<file path="config.mk">
export PLATFORM = sky130hd
export DESIGN_NAME = compressed_fetch_sequencer
export DESIGN_NICKNAME = d
export VERILOG_FILES = /design/src/rtl/compressed_fetch_sequencer_pkg.sv /design/src/rtl/compressed_fetch_sequencer_fifo.sv /design/src/rtl/compressed_fetch_sequencer.sv
export SDC_FILE = /design/constraint.sdc
export NUM_CORES = 1
export LEC_CHECK = 0
export ABC_AREA = 1
export CAP_MARGIN = 20
export CORE_UTILIZATION = 35
export CTS_CLUSTER_SIZE = 20
export DETAILED_ROUTE_END_ITERATION = 10
export PLACE_DENSITY = 0.65
export SETUP_SLACK_MARGIN = 0.1
export SLEW_MARGIN = 20
export SYNTH_ARGS = -nofsm -noshare
export SYNTH_HDL_FRONTEND = slang
export SYNTH_HIERARCHICAL = 1
export SYNTH_SLANG_ARGS = --single-unit
</file>
<file path="constraint.sdc">
create_clock -name clk -period 4.3 [get_ports clk]
set_input_delay 0.86 -clock clk [delete_from_list [all_inputs] [get_ports clk]]
set_output_delay 0.86 -clock clk [all_outputs]
set_load 0.005 [all_outputs]
</file>
<file path="src/rtl/compressed_fetch_sequencer_pkg.sv">
// Shared definitions for the compressed fetch sequencer: reset PC default,
// word buffer geometry and the buffer control encoding.
package compressed_fetch_sequencer_pkg;

    localparam logic [31:0] DEFAULT_RESET_PC = 32'h0000_0000;
    localparam int FETCH_BUF_DEPTH  = 2;
    localparam int FETCH_WORD_WIDTH = 32;
    localparam int FETCH_PTR_W      = (FETCH_BUF_DEPTH > 1) ? $clog2(FETCH_BUF_DEPTH) : 1;
    localparam int FETCH_CNT_W      = $clog2(FETCH_BUF_DEPTH + 1);
    localparam logic [FETCH_CNT_W-1:0] FETCH_FULL_CNT = FETCH_CNT_W'(FETCH_BUF_DEPTH);

    // Encoded as {push, pop} so the buffer can cast its qualified strobes directly.
    typedef enum logic [1:0] {
        FIFO_IDLE     = 2'b00,
        FIFO_POP      = 2'b01,
        FIFO_PUSH     = 2'b10,
        FIFO_PUSH_POP = 2'b11
    } fifo_op_e;

    typedef enum logic {
        HALF_LO = 1'b0,
        HALF_HI = 1'b1
    } parcel_half_e;

    function automatic logic [15:0] selectParcel(input logic [31:0] word, input parcel_half_e half);
        return (half == HALF_HI) ? word[31:16] : word[15:0];
    endfunction

endpackage

</file>
<file path="src/rtl/compressed_fetch_sequencer_fifo.sv">
// Small word buffer between instruction memory and the parcel issue stage;
// supports simultaneous push/pop and a single-cycle flush.
module fetch_word_fifo
    import compressed_fetch_sequencer_pkg::*;
(
    input  logic                        clk,
    input  logic                        i_rst,
    input  logic                        i_flush,
    input  logic                        i_push,
    input  logic                        i_pop,
    input  logic [FETCH_WORD_WIDTH-1:0] i_wrData,
    output logic [FETCH_WORD_WIDTH-1:0] o_headData,
    output logic [FETCH_CNT_W-1:0]      o_count
);

    logic [FETCH_WORD_WIDTH-1:0] r_mem [FETCH_BUF_DEPTH];
    logic [FETCH_PTR_W-1:0]      r_rdPtr;
    logic [FETCH_PTR_W-1:0]      r_wrPtr;
    logic [FETCH_CNT_W-1:0]      r_count;

    logic     w_full;
    logic     w_empty;
    logic     w_doPush;
    logic     w_doPop;
    fifo_op_e w_op;

    // A push into a full buffer is only legal when the head leaves in the same cycle.
    always_comb begin
        w_full   = (r_count == FETCH_FULL_CNT);
        w_empty  = (r_count == '0);
        w_doPop  = i_pop & ~w_empty;
        w_doPush = i_push & (~w_full | w_doPop);
        w_op     = fifo_op_e'({w_doPush, w_doPop});
    end

    always_ff @(posedge clk) begin
        if (i_rst || i_flush) begin
            r_rdPtr <= '0;
            r_wrPtr <= '0;
            r_count <= '0;
        end else begin
            case (w_op)
                FIFO_PUSH: begin
                    r_wrPtr <= r_wrPtr + 1'b1;
                    r_count <= r_count + 1'b1;
                end
                FIFO_POP: begin
                    r_rdPtr <= r_rdPtr + 1'b1;
                    r_count <= r_count - 1'b1;
                end
                FIFO_PUSH_POP: begin
                    r_wrPtr <= r_wrPtr + 1'b1;
                    r_rdPtr <= r_rdPtr + 1'b1;
                end
                default: ;
            endcase
        end
    end

    always_ff @(posedge clk) begin
        if (w_doPush && !i_rst && !i_flush) begin
            r_mem[r_wrPtr] <= i_wrData;
        end
    end

    assign o_headData = r_mem[r_rdPtr];
    assign o_count    = r_count;

endmodule

</file>
<file path="src/rtl/compressed_fetch_sequencer.sv">
// Fetches 32-bit words ahead of the core and issues 16-bit compressed parcels
// one per cycle, handling redirects to halfword-aligned targets.
module compressed_fetch_sequencer
    import compressed_fetch_sequencer_pkg::*;
#(
    parameter logic [31:0] RESET_PC = DEFAULT_RESET_PC
) (
    input  logic        clk,
    input  logic        rst,
    output logic        ImemReq,
    output logic [31:0] ImemAddr,
    input  logic        ImemAck,
    input  logic [31:0] ImemData,
    output logic [15:0] InstOut,
    output logic        InstValid,
    output logic [31:0] InstPC,
    input  logic        InstReady,
    input  logic        Redirect,
    input  logic [31:0] RedirectPC
);

    localparam logic [31:0] RESET_ISSUE_PC = {RESET_PC[31:1], 1'b0};

    logic [29:0] r_fetchAddr;
    logic [31:0] r_issuePc;

    logic [FETCH_WORD_WIDTH-1:0] w_headWord;
    logic [FETCH_CNT_W-1:0]      w_count;
    logic [31:0]                 w_redirectTarget;
    logic                        w_imemReq;
    logic                        w_push;
    logic                        w_instValid;
    logic                        w_accept;
    logic                        w_pop;
    logic                        w_unusedRedirectLsb;

    // Redirect outranks everything but reset: it blocks the push and the accept of its own cycle.
    always_comb begin
        w_redirectTarget    = {RedirectPC[31:1], 1'b0};
        w_unusedRedirectLsb = RedirectPC[0];
        w_imemReq           = (w_count < FETCH_FULL_CNT) & ~rst;
        w_push              = w_imemReq & ImemAck & ~Redirect;
        w_instValid         = (w_count != '0) & ~Redirect & ~rst;
        w_accept            = w_instValid & InstReady;
        w_pop               = w_accept & r_issuePc[1];
    end

    fetch_word_fifo u_wordFifo (
        .clk        (clk),
        .i_rst      (rst),
        .i_flush    (Redirect),
        .i_push     (w_push),
        .i_pop      (w_pop),
        .i_wrData   (ImemData),
        .o_headData (w_headWord),
        .o_count    (w_count)
    );

    always_ff @(posedge clk) begin
        if (rst) begin
            r_issuePc   <= RESET_ISSUE_PC;
            r_fetchAddr <= RESET_PC[31:2];
        end else if (Redirect) begin
            r_issuePc   <= w_redirectTarget;
            r_fetchAddr <= w_redirectTarget[31:2];
        end else begin
            if (w_push) begin
                r_fetchAddr <= r_fetchAddr + 30'd1;
            end
            if (w_accept) begin
                r_issuePc <= r_issuePc + 32'd2;
            end
        end
    end

    assign ImemReq   = w_imemReq;
    assign ImemAddr  = {r_fetchAddr, 2'b00};
    assign InstValid = w_instValid;
    assign InstPC    = r_issuePc;
    assign InstOut   = w_instValid ? selectParcel(w_headWord, parcel_half_e'(r_issuePc[1])) : 16'h0000;

endmodule

</file>
==> run_results.csv <==
group,metric,value,unit
setup_path,cp.required,3.44,ns
synth,synth_top_family_by_area,"simple AND/OR/NAND/NOR gates",
synth,synth_area_leaders,"edfxtp_1 27%, dfxtp_1 18%, nand2_1 15%",
grt,antenna_found_initial,3,
floorplanning,io_pins,151,
clock_network,cts_tree,"built",
grt,grt_pass1_vias,6112,
clock_network,cts_buffer_depth,2,
synth,ys_seq_elements,130,
hold_path,hp-start,"u_wordFifo/r_rdPtr$_SDFFE_PP0P_",
flow_run,max_cap_violations,0,
synth,syn_area,0.00721,sq mm
hold_path,min_path_type,"reg -> reg",
drt,drt_first_iter_violations,524,
clock_network,cts_buffers,17,
grt,grt_max_degree,49,
pwr,p_sw_share,24.6,%
grt,grt_pass1_wl,34.0,mm
synth,synth-adder-area-share,0.347,%
setup_path,cp.arrival,2.61,ns
sta,skew,0.00947,ns
drt,vias_per_cell,4.89,
sta,worst_slew_pin_slew,0.947,ns
clock_network,cts_resized,0,
sta,finalHoldWorstSlack,0.479,ns
synth,synthMuxAreaShare,5.00,%
synth,synth_compound_gate_area_share,10.9,%
pwr,p_clk_share,46.5,%
pwr,ir_worst_vdd,290,uV
grt,grt_overflow,0,
synth,synth_edf_count,64,
hold_path,worstHoldEndpoint,"u_wordFifo/r_rdPtr$_SDFFE_PP0P_",
layout,syn2layout_area_growth,31.8,%
synth,synthArstFlopShare,0,%
sta,setup_viol_count_final,0,
clock_network,clk_root_buffer_cell,"clkbuf_16",
clock_network,path_clk_slew,0.06,ns
sta,finalCritPeriodShare,80.7,%
sta,rsz0062_at_grt,"no",
setup_path,worstPathMaxFanout,17,
clock_network,htreeDepth,4,
floorplanning,dieArea,0.0212,sq mm
floorplanning,placementRows,52,
drt,vias,6753,
pwr,power_density,338,mW/mm^2
synth,ys_seq_area_share,45.0,%
run_status,status,"complete, no violations",
drt,drc,0,
floorplanning,start_util,35.6,%
synth,synth_cells,952,
floorplanning,die_x,146,um
clock_network,postCtsSetupBuffers,0,
synth,yosysUniqueCellTypes,39,
synth,synth_area_leader_cell,"edfxtp_1",
synth,synth-xor-area-share,1.34,%
pwr,p_int,2.42,mW
setup_path,reg2reg_depth,6,
place,dp_hpwl,16.1,mm
layout,nets,1167,
synth,post-synth-top-count-cell,"nand2_1",
setup_path,cp-start-kind,"primary input",
setup_path,cp-end-kind,"output port",
clock_network,holdBufCountCts,0,
pwr,combPwrFrac,9.9,%
place,portBuffers,146,
drt,drt.antenna.violating_nets,0,
floorplanning,fp.dieH,146,um
sta,slew_headroom,36.8,%
synth,synthSimpleGateAreaFrac,29.1,%
sta,fmax,288,MHz
setup_path,path_class,"in -> out",
drt,finalWirelength,21.8,mm
drt,wire_per_inst,15.8,um
synth,yosysWarnings,6,
sta,hold_viol_final,0,
drt,first_pass_iters,5,
synth,synth-main-ff-cell,"dfxtp_1",
sta,tns,0,ns
synth,synth_common_cells,"290 x nand2_1, 98 x inv_1, 96 x nor2_1",
setup_path,r2r_end,"u_wordFifo/r_mem[0][0]$_DFFE_PP_",
grt,grtUsageTotal,20.8,%
synth,syn_avg_cell_area,7.57,sq um
pwr,p_switching,0.791,mW
synth,synth_top_area_share,26.7,%
pwr,seqPwrFrac,43.6,%
sta,finalCriticalPeriod,3.47,ns
sta,drv_slew,0,
place,place_congestion,0.890,
hold_path,min_path_cells,2,
floorplanning,coreArea,0.0202,sq mm
pwr,finalPower,3.21,mW
setup_path,r2r_setup_slack,1.43,ns
pwr,leakagePower,3.43,nW
clock_network,clk_latency,0.43,ns
setup_path,rr_startpoint,"InstPC[1]$_SDFFE_PP0P_",
layout,drive_gt1_share,9.65,%
clock_network,cts.sinks,130,
stage by stage:
stage | area [sq um] | std cells | setup slack (ns) | util (%)
3_5_place_dp | 8890 | 1347 | 0.614 | 43.9
4_1_cts | 9500 | 1379 | 0.772 | 46.9
2_1_floorplan | 7220 | 954 | 0.615 | -
5_1_grt | 9500 | 1382 | 0.663 | 47.0
6_report | 9500 | 1382 | 0.829 | 47.0
3_3_place_gp | 8890 | 1347 | 0.639 | 43.9
flip-flops by register name, summed over array words and instances (netlist names), named ones only:
register,flops
u_wordFifo/r_mem,64
r_fetchAddr,30
InstPC,31
u_wordFifo/o_count,2
u_wordFifo/r_rdPtr,1
u_wordFifo/r_wrPtr,1
critical path, cell delays in order:
cell and delay [ns]:
clkdlybuf4s50_1 0.47, nor2_4 0.29, o21ai_4 0.25, a21oi_1 0.21
clkdlybuf4s50_1 0.53
kinds of logic after synthesis:
group / after synthesis
multiplexers: 32
AO/OA/AOI/OAI: 144
buffers and inverters: 138
flip-flops: 130
other: 1
AND/OR/NAND/NOR: 494
XOR/XNOR: 11
adder cells (fa/ha/maj): 2
layer usage:
layer  track usage, %  wire length, um  vias up
li1                 -                -     3397
met1             28.3             9900     3096
met2             33.1            10300      226
met3             3.29             1230       34
met4             7.89              419        0
met5                0                0        -
power by group through the flow:
stage               clock (mW)  combinational [mW]  sequential [mW]
floorplan                    0               0.144             1.41
global route              1.57               0.350             1.41
global placement             0               0.314             1.43
CTS                       1.51               0.318             1.40
detailed placement           0               0.316             1.43
finish                    1.49               0.318             1.40
final cells by class:
class / instances / area, sq um
fill: 1992 / 10700
multi-input combinational: 686 / 3380
sequential: 130 / 3240
timing repair buffer: 153 / 1510
clock buffer: 18 / 429
inverter: 108 / 415
tap: 270 / 338
clock inverter: 14 / 178
antenna: 3 / 7.51
layout by cell type, fill, tap and decap left out, types with 3 or more instances in the layout:
master / count
a31oi_1: 13
bufinv_16: 3
nor2_2: 10
xor2_1: 10
clkinvlp_4: 4
nand2_1: 290
inv_2: 5
mux2_2: 22
clkdlybuf4s50_1: 145
edfxtp_1: 64
o211ai_1: 3
nor2_4: 8
nor2_1: 94
inv_1: 98
o21bai_1: 4
clkinv_2: 3
buf_4: 7
a21oi_2: 3
dfxtp_1: 66
and2_1: 4
inv_4: 3
o21ai_0: 36
nand3_1: 70
diode_2: 3
a21oi_1: 65
o21ai_1: 15
clkbuf_16: 17
inv_6: 4
nand2_2: 9
nand4_1: 5
conb_1: 3
mux2_1: 10
worst max path at each step:
stage	from	to	slack [ns]	depth (start not counted)
floorplan	Redirect	u_wordFifo/r_mem[0][0]$_DFFE_PP_	0.62	8
global placement	Redirect	u_wordFifo/r_mem[0][29]$_DFFE_PP_	0.64	10
detailed placement	Redirect	u_wordFifo/r_mem[0][29]$_DFFE_PP_	0.61	10
CTS	register	InstOut[2]	0.77	5
global route	register	InstOut[2]	0.66	5
finish	Redirect	InstOut[15]	0.83	5
No activity file was read; power rests on OpenSTA's default activity.
